**config.mk**
```make
export PLATFORM = sky130hd
export DESIGN_NAME = vmul_issue_seq
export DESIGN_NICKNAME = d
export VERILOG_FILES = /design/src/rtl/vmul_pkg.sv /design/src/rtl/vmul_issue_seq.sv
export SDC_FILE = /design/constraint.sdc
export NUM_CORES = 1
export LEC_CHECK = 0
export ABC_CLOCK_PERIOD_IN_PS = 3700
export BUFFER_PORTS_ARGS = -buffer_cell sky130_fd_sc_hd__buf_2
export CAP_MARGIN = 10
export CORE_AREA = 2 2 206 208
export DETAILED_ROUTE_END_ITERATION = 6
export DIE_AREA = 0 0 208 210
export GPL_TIMING_DRIVEN = 0
export REMOVE_ABC_BUFFERS = 1
export SYNTH_ARGS = -nofsm -noshare
export SYNTH_HDL_FRONTEND = slang
export SYNTH_SLANG_ARGS = --single-unit
```
**constraint.sdc**
```tcl
create_clock -name clk -period 3.7 [get_ports clk]
set_input_delay 0.555 -clock clk [delete_from_list [all_inputs] [get_ports clk]]
set_output_delay 0.555 -clock clk [all_outputs]
set_load 0.01 [all_outputs]
```
**src/rtl/vmul_pkg.sv**
```systemverilog
// Shared types for the vector-multiplier issue sequencer: element width codes,
// sequencer states and the width of the retired result.
package vmul_pkg;

  typedef enum logic [1:0] {
    SEW8    = 2'b00,
    SEW16   = 2'b01,
    SEW32   = 2'b10,
    SEW_ILL = 2'b11
  } sew_e;

  typedef enum logic [1:0] {
    IDLE  = 2'b00,
    ISSUE = 2'b01,
    WAIT  = 2'b10,
    DONE  = 2'b11
  } seq_state_e;

  localparam int RES_W = 128;

  // 32-bit elements need the multiplier's second (count_0=1) pass.
  function automatic logic needs_two_pass(input sew_e s);
    return (s == SEW32);
  endfunction

endpackage

```
**src/rtl/vmul_issue_seq.sv**
```systemverilog
// Issue/retire sequencer in front of the 8-bit-chunk vector multiplier: accepts one
// request, runs one or two multiplier passes, then holds the 128-bit result until taken.
module vmul_issue_seq
  import vmul_pkg::*;
#(
  parameter int MUL_LAT = 3,
  parameter int CNT_W   = 2
) (
  input  logic             clk,
  input  logic             reset,
  input  logic             in_valid,
  output logic             in_ready,
  input  logic [1:0]       in_sew,
  input  logic [31:0]      in_a1,
  input  logic [31:0]      in_b1,
  input  logic [31:0]      in_a2,
  input  logic [31:0]      in_b2,
  output logic             mul_start,
  output logic [1:0]       mul_sew,
  output logic             mul_count_0,
  output logic [31:0]      mul_a1,
  output logic [31:0]      mul_b1,
  output logic [31:0]      mul_a2,
  output logic [31:0]      mul_b2,
  input  logic [31:0]      mul_p1,
  input  logic [31:0]      mul_p2,
  input  logic [31:0]      mul_p3,
  input  logic [31:0]      mul_p4,
  output logic             out_valid,
  input  logic             out_ready,
  output logic [RES_W-1:0] out_result,
  output logic             out_err
);

  localparam logic [CNT_W-1:0] CNT_LOAD = CNT_W'(MUL_LAT - 1);
  localparam logic [CNT_W-1:0] CNT_ONE  = CNT_W'(1);
  localparam logic [CNT_W-1:0] CNT_ZERO = CNT_W'(0);

  seq_state_e       state;
  seq_state_e       state_nxt;
  sew_e             req_sew;
  logic             pass;
  logic [CNT_W-1:0] cnt;
  logic             accept;
  logic             req_ill;
  logic             lat_done;

  assign accept   = in_valid && in_ready;
  assign req_ill  = (sew_e'(in_sew) == SEW_ILL);
  assign lat_done = (cnt == CNT_ZERO);

  // Next-state decode; busy states never look at in_valid.
  always_comb begin
    state_nxt = state;
    case (state)
      IDLE: begin
        if (accept) begin
          state_nxt = req_ill ? DONE : ISSUE;
        end else begin
          state_nxt = IDLE;
        end
      end
      ISSUE: state_nxt = WAIT;
      WAIT: begin
        if (lat_done) begin
          state_nxt = (needs_two_pass(req_sew) && !pass) ? ISSUE : DONE;
        end else begin
          state_nxt = WAIT;
        end
      end
      DONE: begin
        if (out_ready) begin
          state_nxt = IDLE;
        end else begin
          state_nxt = DONE;
        end
      end
      default: state_nxt = IDLE;
    endcase
  end

  // Sequencer state, multiplier drive registers and the retired result.
  always_ff @(posedge clk or negedge reset) begin
    if (!reset) begin
      state       <= IDLE;
      req_sew     <= SEW8;
      pass        <= 1'b0;
      cnt         <= CNT_ZERO;
      in_ready    <= 1'b1;
      out_valid   <= 1'b0;
      out_err     <= 1'b0;
      out_result  <= {RES_W{1'b0}};
      mul_start   <= 1'b0;
      mul_count_0 <= 1'b0;
      mul_sew     <= 2'b00;
      mul_a1      <= 32'h0000_0000;
      mul_b1      <= 32'h0000_0000;
      mul_a2      <= 32'h0000_0000;
      mul_b2      <= 32'h0000_0000;
    end else begin
      state     <= state_nxt;
      in_ready  <= (state_nxt == IDLE);
      out_valid <= (state_nxt == DONE);
      case (state)
        IDLE: begin
          if (accept) begin
            req_sew <= sew_e'(in_sew);
            pass    <= 1'b0;
            // An illegal width retires at once and leaves the multiplier inputs alone.
            if (req_ill) begin
              out_err    <= 1'b1;
              out_result <= {RES_W{1'b0}};
            end else begin
              out_err     <= 1'b0;
              mul_start   <= 1'b1;
              mul_count_0 <= 1'b0;
              mul_sew     <= in_sew;
              mul_a1      <= in_a1;
              mul_b1      <= in_b1;
              mul_a2      <= in_a2;
              mul_b2      <= in_b2;
            end
          end else begin
            pass <= pass;
          end
        end
        ISSUE: cnt <= CNT_LOAD;
        WAIT: begin
          if (lat_done) begin
            if (needs_two_pass(req_sew) && !pass) begin
              pass        <= 1'b1;
              mul_count_0 <= 1'b1;
            end else begin
              out_result <= {mul_p4, mul_p3, mul_p2, mul_p1};
            end
          end else begin
            cnt <= cnt - CNT_ONE;
          end
        end
        DONE: begin
          if (out_ready) begin
            mul_start   <= 1'b0;
            mul_count_0 <= 1'b0;
            out_err     <= 1'b0;
          end else begin
            mul_start <= mul_start;
          end
        end
        default: cnt <= CNT_ZERO;
      endcase
    end
  end

endmodule

```
# After elaboration in Yosys (flattened, before gate mapping)
# Cells that the tools add are included.
# totals
ff_bits	270
in_bits	262
out_inout_bits	263
wordCells	76
# classes
addsub	1
n_reduce_logical	18
eq_ne	14
n_bitwise	1
mux	27
# ops
op	n
two-way mux 128 bit	4
case mux 128 bit (2 select lines)	1
!= test 2 bit, second input constant	8
two-way mux 2 bit	6
== test 2 bit, second input constant	5
two-way mux 1 bit	10
case mux 2 bit (4 select lines)	1
AND reduction 4 bit	2
logical NOT 2 bit	3
case mux 1 bit (2 select lines)	3
AND reduction 3 bit	2
AND reduction 6 bit	1
nonzero test 2 bit	3
AND reduction 5 bit	1
case mux 2 bit (2 select lines)	1
AND reduction 2 bit	2
case mux 1 bit (3 select lines)	1
nonzero test 3 bit	1
== test 2 x 1 -> 1 bit, second input constant	1
logical AND 1 bit	2
subtractor 2 x 1 -> 2 bit, second input constant	1
logical NOT 1 bit	1
NOT 1 bit	1

# Depth between registers and ports, before layout
# Gate-level depths: netlist (run 1).
# depth
word_depth	6
depth_mapped	7
ltp_nobuf	5

# Worst setup path before layout (run 1)
# Ideal clock, no wire load.
# synth_path
path_type	input to register
from	in in_valid
to	reg mul_a1[0]
path_buffers	2
path_stages	5
slack_ns	2.034
setup_time_ns	0.125
t_arrival_ns	1.541
required_time_ns	3.575
cell_sequence	and4bb_2 -> nand2b_2 -> buf_6 -> buf_6 -> mux2_4
# synth_between
elab_chain_len	2
# synth_rtl
item	line_no	source
start, declared	vmul_issue_seq.sv:11	input logic in_valid,
logical AND 1 bit	vmul_issue_seq.sv:48	assign accept = in_valid && in_ready;
AND reduction 3 bit (no line)	-	
end signal, assigned	vmul_issue_seq.sv:118	mul_a1 <= in_a1;
end, declared	vmul_issue_seq.sv:21	output logic [31:0] mul_a1,
# No other way between the ends.
# A chain may end at the register's enable or synchronous reset.

# Worst setup path after layout (run 1)
# layout_path
from	reg state[0]
to	reg mul_a2[22]
# layout_between
elab_chain_len	2
# layout_rtl
item	line_no	source
start, declared	vmul_issue_seq.sv:39	seq_state_e state;
start signal, assigned	vmul_issue_seq.sv:101	state <= state_nxt;
logical NOT 2 bit	vmul_issue_seq.sv:104	case (state)
AND reduction 3 bit (no line)	-	
end signal, assigned	vmul_issue_seq.sv:120	mul_a2 <= in_a2;
end, declared	vmul_issue_seq.sv:23	output logic [31:0] mul_a2,
# No other way between the ends.

==> summary by stage, run 1 <==
Floorplanning
The die outline area is 0.04368 mm^2. The horizontal die dimension is 208 um. The floorplan core area is 0.04148 mm^2. For this design the top-level I/O count stands at 525. The vertical die dimension is 210 um. The number of placement rows is 75. The effective utilization at floorplan is 0.2519.

Placed design
The placed cell count is 1656. The post-detailed-placement cell area is 0.01359 mm^2. Input and output buffers added on the ports amount to 524. Detailed placement ended at an HPWL of 22300 um. At the end of routability-driven placement, the weighted congestion stood at 0.8414.

Clock network
The clock passes through at most 3 buffers. The CTS tree is built. Buffers inserted during clock tree synthesis total 30. The cell chosen for the clock root is clkbuf_16.

The later pin in the worst-skew pair is clocked with a latency of 0.55 ns. After clock tree synthesis, the clock-pin slew on the worst setup and hold paths is 0.06 ns. CTS built an H-tree with a depth of 1. For this design, the sink count on the clock tree is 270.

Timing
The setup skew after layout is 0.01565 ns. The count of final hold-check violations is 0. The relative slew slack is 0.4256. The actual slew at the worst max-slew pin is 0.8616 ns. Derived from the worst setup path, the maximum achievable clock frequency is 345.4 MHz. The smallest clock period supported by the final layout is computed as 2.895 ns. The final max-slew violation count is 0. The hold slack is 0.2093 ns. Setup repair after global routing left no endpoint under its margin.

Dividing the final minimum period by the clock period gives 0.7824. The total of endpoints with negative setup slack in the final report is 0.

Critical path
The startpoint-to-endpoint class of the critical path is flip-flop to flip-flop. The worst setup path is captured at a flip-flop. The worst path required time is 4.14 ns.

Data on the critical path arrives at its endpoint at 3.33 ns. In this run the worst path has a maximum fanout of 52. STA classifies the critical path startpoint as a flip-flop.

Status
The run finished with clean final reports.

Cells and area
The design area is 0.01463 mm^2. The area added between synthesis and finish is 40.00%. The final-layout fill cell count is 4113.

In the final design database the tool counted 1413 nets. The sequential cell area is 0.006758 mm^2. The multi-input logic area is 0.003263 mm^2. Leaving out filler cells and counting taps, the final layout contains 1710. The fraction of layout cells with a size suffix above 1 is 0.6128.

Yosys
The synthesized instance count is 626. The number of warnings printed during yosys synthesis is 0. The synthesized design contains 0 enable-type register cells. The predominant post-synthesis flop cell is dfrtp_1.

The share of the synthesized area in the top cell type is 0.6442. The post-synthesis cell type with the largest combined area is dfrtp_1. After synthesis, the most frequently instantiated cells are dfrtp_1 (269), a22o_1 (128), mux2_4 (100). The share of synthesized flip-flops with an asynchronous set or reset is 1.000. dfrtp_1 is the most common cell in the netlist. The mean instance size in the synthesized netlist is 16.69 um^2. The share of synthesized area occupied by flip-flops and latches is 0.6467. By area the synthesized netlist is led by dfrtp_1 (64%), mux2_4 (14%), a22o_1 (11%), mux2_2 (2.9%), buf_6 (2.8%). After synthesis the cells add up to 0.01045 mm^2.

The number of distinct library cells after synthesis is 37. The register bit total from synthesis is 270.

Drt
The violation count after the first detailed-routing iteration is 428. The total iterations of the first detailed-routing run is 5. The number of remaining DRC errors is 0. The number of vias per cell after detailed routing is 4.356. The wire length reported by the detailed router is 30310 um. The remaining antenna violation count after routing is 0. The total number of vias is 7448. In the final routed layout, each cell accounts on average for 17.73 um.

Global route
The total grt overflow is 0. The first global-routing pass estimated 45660 um of wire. Entering global routing, the biggest net connects 118 pins. For this run, the total global-route usage over all layers was measured as 0.1307. The initial antenna violation count is 1. The number of global-route vias before repair is 7743.

Power and ir drop
The total power per unit cell area is 903.7 mW/mm^2. Across the VDD grid, the largest voltage drop is 0.0004016 V. The power after layout is 13.22 mW. Summed over all cells, the static leakage comes to 8.084 nW.

Hold path
The path class of the tightest hold or removal check is input pin to flip-flop.

Flow run
Max-cap violations in this run came to 0.
through the flow:
stage	utilization	setup WS [ns]	setup TNS [ns]
floorplan	-	-0.2149	-28.62
global placement	0.3214	-2.910	-1120.49
detailed placement	0.3277	0.8206	0
CTS	0.3526	0.8030	0
global route	0.3527	0.6520	0
finish	0.3527	0.8052	0
flip-flops by register name (all words and copies together), names as in the netlist:
| signal | count |
|---|---|
| out_result | 128 |
| mul_a1 | 32 |
| mul_a2 | 32 |
| mul_b1 | 32 |
| mul_b2 | 32 |
| cnt | 2 |
| mul_sew | 2 |
| req_sew | 2 |
| state | 2 |
| in_ready | 1 |
| mul_count_0 | 1 |
| mul_start | 1 |
| out_err | 1 |
| out_valid | 1 |
| pass | 1 |
routing by layer:
layer	share of wire	global-route usage
met1	0.41	0.1689
met2	0.51	0.2188
met3	0.053	0.02846
met5	0	0
met4	0.028	0.04133
where the power goes:
group          leakage, nW  internal (mW)  total [mW]  switching (mW)
Clock                0.511           1.88        3.07            1.19
Sequential            3.37           4.35        5.15           0.805
Combinational         4.20           2.63        4.99            2.36
Total                 8.08           8.86        13.2            4.36
final cells by class:
type                       count  share of cell area
antenna                        1           0.0001711
sequential                   270              0.4620
inverter                       5            0.001283
clock inverter                 9            0.008468
timing repair buffer         537              0.1973
tap                          539             0.04610
clock buffer                  43             0.06159
multi-input combinational    306              0.2231
cells in the final DEF, fill, tap and decap left out, types with 2 or more instances in the layout:
| cell | Yosys | routed |
|---|---|---|
| a21oi_1 | 3 | 3 |
| a22o_1 | 128 | 128 |
| a22oi_1 | 2 | 2 |
| and3b_1 | 2 | 2 |
| buf_16 | 0 | 5 |
| buf_2 | 4 | 523 |
| buf_8 | 0 | 6 |
| bufinv_16 | 0 | 3 |
| clkbuf_1 | 2 | 4 |
| clkbuf_16 | 0 | 31 |
| clkbuf_8 | 0 | 8 |
| clkinv_2 | 0 | 5 |
| dfrtp_1 | 269 | 269 |
| inv_1 | 5 | 5 |
| mux2_2 | 27 | 27 |
| mux2_4 | 100 | 100 |
| nand2_1 | 13 | 13 |
| nand3_1 | 2 | 2 |
| nor2_1 | 3 | 3 |
| nor2b_1 | 3 | 3 |
| nor3b_1 | 2 | 2 |
| o211ai_1 | 2 | 2 |
| o21ai_0 | 3 | 3 |
what timing repair did:
action,4_1_cts,5_1_grt
hold buffers,1,0
gates resized for setup,0,0
setup buffers,0,0
hold endpoints to repair,37,0
path summary, 6_finish.rpt:
kind,startpoint,end,slack (ns),cells past startpoint
setup / recovery,state[0],mul_a2[22],0.81,5
max in group asynchronous,reset,mul_b2[6],2.26,3
min in group asynchronous,reset,out_result[17],0.47,2
hold reg to reg,req_sew[1],req_sew[1],0.48,2
hold / removal,in_a2[28],mul_a2[28],0.21,2
setup reg to reg,state[0],mul_a2[22],0.81,5
critical path, stage by stage, from the launching register on:
cell	delay, ns
dfrtp_1	0.61
and4bb_2	0.36
nand2b_4	0.62
buf_12	0.34
buf_16	0.33
mux2_2	0.39
logic make-up after synthesis:
logic type / synth area share
flip-flops: 0.6467
AO/OA/AOI/OAI: 0.1174
multiplexers: 0.1748
buffers and inverters: 0.04143
AND/OR/NAND/NOR: 0.01844
adder cells (fa/ha/maj): 0.001197
Note: power is estimated with default switching activity, not from simulation.
==> run 2, diff against run 1 <==
--- a/config.mk
+++ b/config.mk
@@ -5,7 +5,7 @@
 export SDC_FILE = /design/constraint.sdc
 export NUM_CORES = 1
 export LEC_CHECK = 0
-export ABC_CLOCK_PERIOD_IN_PS = 3700
+export ABC_CLOCK_PERIOD_IN_PS = 2800
 export BUFFER_PORTS_ARGS = -buffer_cell sky130_fd_sc_hd__buf_2
 export CAP_MARGIN = 10
 export CORE_AREA = 2 2 206 208
==> constraint.sdc (replaced) <==
create_clock -name clk -period 2.8 [get_ports clk]
set_input_delay 0.42 -clock clk [delete_from_list [all_inputs] [get_ports clk]]
set_output_delay 0.42 -clock clk [all_outputs]
set_load 0.01 [all_outputs]
==> run 2 against run 1 <==
  * Fmax is 11% higher
  * Global-route usage is 0.16 points higher
  * Register-to-register slack worse by 0.60 ns
  * Total power is 32% higher
  * Setup slack worse by 0.60 ns
  * Sequential power is 32% higher
  * Worst hold slack worse by 0.14 ns
  * Utilization hardly changed
  * Sequential share of layout area hardly changed
==> summary by stage, run 2 (same netlist as run 1, synthesis figures left out) <==
Power and ir drop
The total power per unit cell area was 1194 mW/mm^2 (+32%). The total leakage power is 8.089 nW (about the same). The maximum resistive drop on vdd is 0.0005307 V (+32%).

Critical path
The capturing point of the worst reg2reg path is out_result[29]. The arrival time reported for the critical path endpoint was 3.09 ns (-0.24 ns). The worst reg2reg path startpoint is cnt[0]. The startpoint-to-endpoint class of the critical path is flip-flop to flip-flop. The critical path goes through inv_1 > ha_1 > and3b_1 > a22oi_2 > buf_8 > buf_8 > buf_8 > buf_8 > buf_6 > buf_16 > a22o_1. The worst path required time came to 3.29 ns (-0.85 ns). The end point of the critical path is out_result[29]. The peak per-stage delay on the critical path is 0.37 ns (-0.25 ns).

The startpoint class of the critical path is a flip-flop. The most common cell type on the critical path is buf_8. The highest fanout seen on the critical path is 24 (-54%).

The endpoint type of the worst setup path is a flip-flop. The start point of the critical path is cnt[0]. The worst-case register-to-register setup slack was 0.20 ns (-0.60 ns).

The cell type of the slowest stage on the worst timing path is dfrtp_1. The cell count of the worst reg-to-reg path is 11 (+6).

Global route
The total grt overflow is 0 (unchanged). The global-route wire length before repair came to 46060 um (+0.86%). The maximum number of pins on one net before global-route repair is 118 (unchanged). The number of global-route vias before repair came to 7782 (+0.50%). The overall global routing resource usage is 0.1322 (+0.001587).

The initial antenna violation count is 1 (unchanged).

Drt
The total iterations of the first detailed-routing run is 4 (-1). The number of vias per cell after detailed routing came to 4.360 (+0.11%). The routed length per instance is 17.87 um (+0.83%). The met2 wirelength from detailed routing is 15560 um (+1.4%). The total number of vias is 7465 (+0.23%).

The remaining antenna violation count after routing is 0 (unchanged). The wire length reported by the detailed router is 30600 um (+0.95%). The wire length on met3 came to 1678 um (+3.7%). The violation count after the first detailed-routing iteration was 382 (-11%). The number of remaining DRC errors came to 0 (unchanged). The top layer reached by signal wires is met4.

The length of routed wiring on met1 is 12510 um (about the same).

Timing
The actual slew at the worst max-slew pin was 0.8508 ns (-0.01074 ns). The count of final hold-check violations is 0 (unchanged). The highest clock frequency the design can meet is 384.7 MHz (+11%).

The setup slack after layout is 0.2007 ns (-0.6044 ns). The share of the cycle needed by the critical path after routing is 0.9283 (+0.1459). The setup skew after layout came to 0.01767 ns (+0.002025 ns). Setup repair after global routing left no endpoint under its margin.

The post-route minimum period was 2.599 ns (-0.2956 ns). The hold slack is 0.07379 ns (-0.1355 ns). The final max-slew violation count is 0 (unchanged). The relative slew slack is 0.4328 (+0.007161). The total of endpoints with negative setup slack in the final report was 0 (unchanged).

Floorplanning
The horizontal die dimension is 208 um (unchanged). The number of placement rows is 75 (unchanged). The vertical die dimension is 210 um (unchanged). The die outline area is 0.04368 mm^2 (unchanged).

The effective utilization at floorplan came to 0.2519 (unchanged). The number of top-level design ports is 525 (unchanged). The floorplan core area is 0.04148 mm^2 (unchanged).

Cells and area
The library cell used most frequently in the layout, excluding fill and tap cells, is buf_2. The final net count is 1415 (+0.14%). In the layout the commonest cells are buf_2 (523), dfrtp_1 (268), a22o_1 (128).

The flip-flop count of the largest register, all copies and words added is 128 (unchanged). The fraction of layout cells with a size suffix above 1 is 0.6143 (+0.001514). The largest register by flop count is out_result. The number of standard cells in the layout, taps in and fillers out is 1712 (+0.12%). The post-layout utilization of the core is 0.3531 (+0.0004220). From synthesis to final layout, the design area changed by 40.16%.

Clock network
The TritonCTS sink count is 270 (unchanged). The CTS tree is built. The tree is rooted in a clkbuf_16. The number of H-tree levels is 1 (unchanged). The clock slew at the register clock pins of the worst setup and hold paths came to 0.06 ns (about the same).

The number of CTS-inserted buffers is 30 (unchanged). The buffer depth of the longest clock path is 3 (unchanged). The clock insertion delay at the later pin of the skew report is 0.56 ns (about the same).

Placed design
The placed cell count is 1656 (unchanged). The placer congestion estimate is 0.8414 (unchanged). The number of I/O port buffers was 524 (unchanged).

The post-DP HPWL is 22300 um (unchanged). The worst setup timing slack at the placement stage was -0.05843 ns (-0.8790 ns).

Hold path
The startpoint identified for the worst hold timing path is in_a2[28]. The path category of the worst min-delay check is input pin to flip-flop.

Flow run
The number of maximum-capacitance constraint violations is 0 (unchanged).

Status
The flow ran to the end, and the final reports show no timing, DRC or antenna violations.
run 2: per-stage QoR:
stage | TNS, ns | total power [mW] | cell area [um^2]
2_1_floorplan | -245.50 | 10.38 | 10030
5_1_grt | 0 | 18.47 | 14650
4_1_cts | 0 | 17.73 | 14630
3_5_place_dp | -1.114 | 13.48 | 13590
3_3_place_gp | -1536.85 | 13.23 | 13330
6_report | 0 | 17.48 | 14650
run 2: how the worst min path moves through the flow:
stage | end | cells past startpoint
floorplan | cnt[0] | 0
global placement | req_sew[1] | 2
detailed placement | out_result[54] | 1
CTS | out_result[60] | 2
global route | mul_a2[28] | 2
finish | mul_a2[28] | 2
run 2: what timing repair did:
item	CTS	global route
pin swaps	0	1
gates cloned	1	0
hold buffers	1	0
endpoints found under the setup margin	50	24
endpoints found under the hold margin	37	0
gates resized for setup	0	1
buffers inserted	0	1
run 2: layer usage:
layer	vias to the layer above	global-route usage
li1	3364	-
met1	3798	0.1708
met2	247	0.2221
met3	56	0.02846
met4	0	0.04133
met5	-	0
run 2: report_power, final:
group	internal, mW	switching, mW	total, mW
Combinational	3.49	3.13	6.61
Clock	2.49	1.57	4.06
Sequential	5.75	1.06	6.81
run 2: final cells by class:
class,instances,area [um^2]
fill,4110,26830
tap,539,674.4
sequential,270,6759
antenna,1,2.502
inverter,5,18.77
clock buffer,43,900.9
timing repair buffer,538,2894
clock inverter,9,123.9
multi-input combinational,307,3272
run 2: worst max-delay path: cells and delay by family, from the launching register on:
family                     cells  cell delay [ns]
buffers and inverters          7             1.21
AOI/OAI and AO/OA              2             0.41
DFF                            1             0.37
and+or+nand+nor                1             0.23
adders and majority gates      1             0.28
==> run 3, diff against run 2 <==
--- a/config.mk
+++ b/config.mk
@@ -9,10 +9,10 @@
 export BUFFER_PORTS_ARGS = -buffer_cell sky130_fd_sc_hd__buf_2
 export CAP_MARGIN = 10
 export CORE_AREA = 2 2 206 208
+export CTS_CLUSTER_SIZE = 28
 export DETAILED_ROUTE_END_ITERATION = 6
 export DIE_AREA = 0 0 208 210
 export GPL_TIMING_DRIVEN = 0
-export REMOVE_ABC_BUFFERS = 1
 export SYNTH_ARGS = -nofsm -noshare
 export SYNTH_HDL_FRONTEND = slang
 export SYNTH_SLANG_ARGS = --single-unit
==> run 3 against run 2 <==
  * Total power fell by 0.50%
  * Clock power fell by 5.4%
  * Die area did not move
  * Utilization rose by 0.35 points
  * Sequential share of layout area fell by 0.47 points
  * Wire length rose by 0.27%
  * Worst hold slack improved by 0.0066 ns
  * Sequential cell count did not move
  * Largest cell class unchanged
  * Sequential power fell by 1%
  * Largest power group is now combinational cells
  * Combinational power rose by 3%
  * Register-to-register slack improved by 0.60 ns
  * Setup slack improved by 0.60 ns
==> summary by stage, run 3 (same netlist as run 1, synthesis figures left out) <==
Clock network
The post-CTS setup buffer count is 0 (unchanged). The TritonCTS sink count came to 270 (unchanged). The number of hold buffers added after cts came to 1 (unchanged). The buffer depth of the longest clock path came to 3 (unchanged).

The CTS tree is built. The clock slew at the register clock pins of the worst setup and hold paths came to 0.07 ns (about the same). The clock insertion delay at the later pin of the skew report is 0.55 ns (about the same). The post-cts resize count came to 0 (unchanged). The number of H-tree levels is 1 (unchanged).

The cell chosen for the clock root is clkbuf_16. The number of CTS-inserted buffers is 30 (unchanged).

Timing
The setup skew after layout was 0.01099 ns (-0.006678 ns). Setup repair after global routing left no endpoint under its margin. The share of the cycle needed by the critical path after routing was 0.7152 (-0.2131). The count of final hold-check violations is 0 (unchanged). The actual slew at the worst max-slew pin is 0.6837 ns (-0.1671 ns).

The final max-slew violation count was 0 (unchanged). The post-route minimum period is 2.002 ns (-0.5968 ns). The highest clock frequency the design can meet was 499.4 MHz (+30%). The total of endpoints with negative setup slack in the final report is 0 (unchanged). The relative slew slack is 0.5442 (+0.1114).

Drt
The number of remaining DRC errors came to 0 (unchanged). The total number of vias is 7449 (-0.21%). The violation count after the first detailed-routing iteration is 288 (-25%).

The wire length reported by the detailed router is 30680 um (+0.27%). The total iterations of the first detailed-routing run is 4 (unchanged). The routed length per instance is 17.58 um (-1.6%). The number of vias per cell after detailed routing is 4.269 (-2.1%). The remaining antenna violation count after routing was 0 (unchanged).

Floorplanning
The effective utilization at floorplan came to 0.2519 (unchanged). The number of top-level design ports is 525 (unchanged). The number of placement rows came to 75 (unchanged). The floorplan core area is 0.04148 mm^2 (unchanged). The vertical die dimension is 210 um (unchanged).

The die outline area is 0.04368 mm^2 (unchanged). The horizontal die dimension is 208 um (unchanged).

Cells and area
Compared with the post-synthesis result, the final layout area differs by 41.56%. The number of diodes added for antenna fixing came to 0 (-1). The most common library cell in the layout ignoring fill and taps is buf_2. In the layout the commonest cells are buf_2 (527), dfrtp_1 (269), a22o_1 (128). The design area came to 0.01479 mm^2 (+1.0%). The final net count is 1448 (+2.3%). The number of standard cells in the layout, taps in and fillers out is 1745 (+1.9%).

The fraction of layout cells with a size suffix above 1 is 0.6202 (+0.005898). The flip-flop count of the largest register, all copies and words added is 128 (unchanged). The largest register by flop count is out_result.

Power and ir drop
The maximum resistive drop on vdd is 0.0004674 V (-12%). The total power per unit cell area is 1176 mW/mm^2 (-1.5%). The total leakage power is 8.183 nW (+1.2%).

Global route
The number of global-route vias before repair is 7981 (+2.6%). The global-route wire length before repair was 46800 um (+1.6%). The maximum number of pins on one net before global-route repair is 123 (+4.2%). The total grt overflow is 0 (unchanged). The overall global routing resource usage came to 0.1350 (+0.002713). The initial antenna violation count is 2 (+1).

Hold path
The worst hold path stage count is 3 (+1). The startpoint of the tightest hold check path is in_sew[1]. The min-delay analysis places its worst path in the category input pin to flip-flop. For hold timing, the worst endpoint is req_sew[1].

Critical path
The worst reg2reg path startpoint is cnt[0]. The worst register-to-register path ends at out_result[106]. The cell count of the worst reg-to-reg path is 7 (-4). The cell type of the slowest stage on the worst timing path is dfrtp_1. The worst setup path is launched from a flip-flop. The signal on the critical path passes through inv_1 > ha_1 > and3b_1 > a22oi_2 > buf_2 > buf_4 > a22o_1. The worst-case register-to-register setup slack was 0.80 ns (+0.60 ns). The endpoint type of the worst setup path is a flip-flop. The highest fanout seen on the critical path was 10 (-58%). The startpoint-to-endpoint class of the critical path is flip-flop to flip-flop.

The arrival time reported for the critical path endpoint is 2.49 ns (-0.60 ns). The peak per-stage delay on the critical path is 0.37 ns (about the same). The worst path required time is 3.29 ns (about the same).

Placed design
The placed cell count came to 1691 (+2.1%). The post-detailed-placement cell area was 0.01381 mm^2 (+1.6%). The placer congestion estimate is 0.7826 (-7.0%). The post-DP HPWL is 23040 um (+3.3%).

The number of I/O port buffers is 524 (unchanged).

Status
The run finished with clean final reports.

Flow run
The number of maximum-capacitance constraint violations is 0 (unchanged).

Yosys
When the netlist entered floorplanning its net count stood at 889.
## run 3: cell count changes in the layout (fill, tap and decap cells not counted), moves of 2 or more
cell / delta
buf_4: +11
buf_6: +25
clkbuf_1: +4
bufinv_16: -2
buf_8: -5
buf_2: +4
buf_16: -3
## run 3: critical path, delay by kind of cell (launching register included)
family,cells,cell delay (ns)
buffers and inverters,3,0.71
adder cells (fa/ha/maj),1,0.27
flip-flops,1,0.37
AND/OR/NAND/NOR,1,0.23
AO/OA/AOI/OAI,2,0.36
## run 3: layer usage
metal,GRT usage,share of wire,up-vias
met2,0.2345,0.50,336
met1,0.1664,0.41,3651
met5,0,0.00075,-
li1,-,-,3422
met3,0.03397,0.076,36
met4,0.03766,0.020,4
## run 3: report_power, final
| group | total (mW) | internal (mW) | switching, mW |
|---|---|---|---|
| logic | 6.81 | 3.58 | 3.23 |
| registers | 6.74 | 5.75 | 0.995 |
| clock network | 3.84 | 2.29 | 1.55 |
## run 3: how the worst max path moves through the flow
stage / start / endpoint / slack, ns / cells past startpoint
after floorplan: in_ready / mul_a1[0] / 1.15 / 5
after global placement: reset / out_result[46] / -3.69 / 1
after detailed placement: cnt[0] / out_result[106] / 0.77 / 7
after CTS: cnt[0] / out_result[106] / 0.74 / 7
after global routing: cnt[0] / out_result[100] / 0.64 / 7
final: cnt[0] / out_result[106] / 0.80 / 7
## run 3: layout make-up
cell class              instances  area [um^2]
fillers                      4104        26690
flip-flops and latches        270         6758
multi-input cells             306         3258
repair buffers                527         2698
clock buffers                  44        894.6
well taps                     539        674.4
plain buffers                  45        414.1
clock inverters                 9        76.32
inverters                       5        18.77
## run 3: stage by stage
stage	hold slack, ns	utilization	TNS (ns)	worst slack [ns]	total power [mW]
6_report	0.08037	0.3566	0	0.7975	17.39
2_1_floorplan	0.1244	-	0	1.153	10.62
3_3_place_gp	0.4600	0.3314	-986.78	-3.691	13.53
3_5_place_dp	0.3414	0.3330	0	0.7702	13.66
5_1_grt	0.04881	0.3566	0	0.6367	18.46
4_1_cts	0.04088	0.3566	0	0.7368	17.66
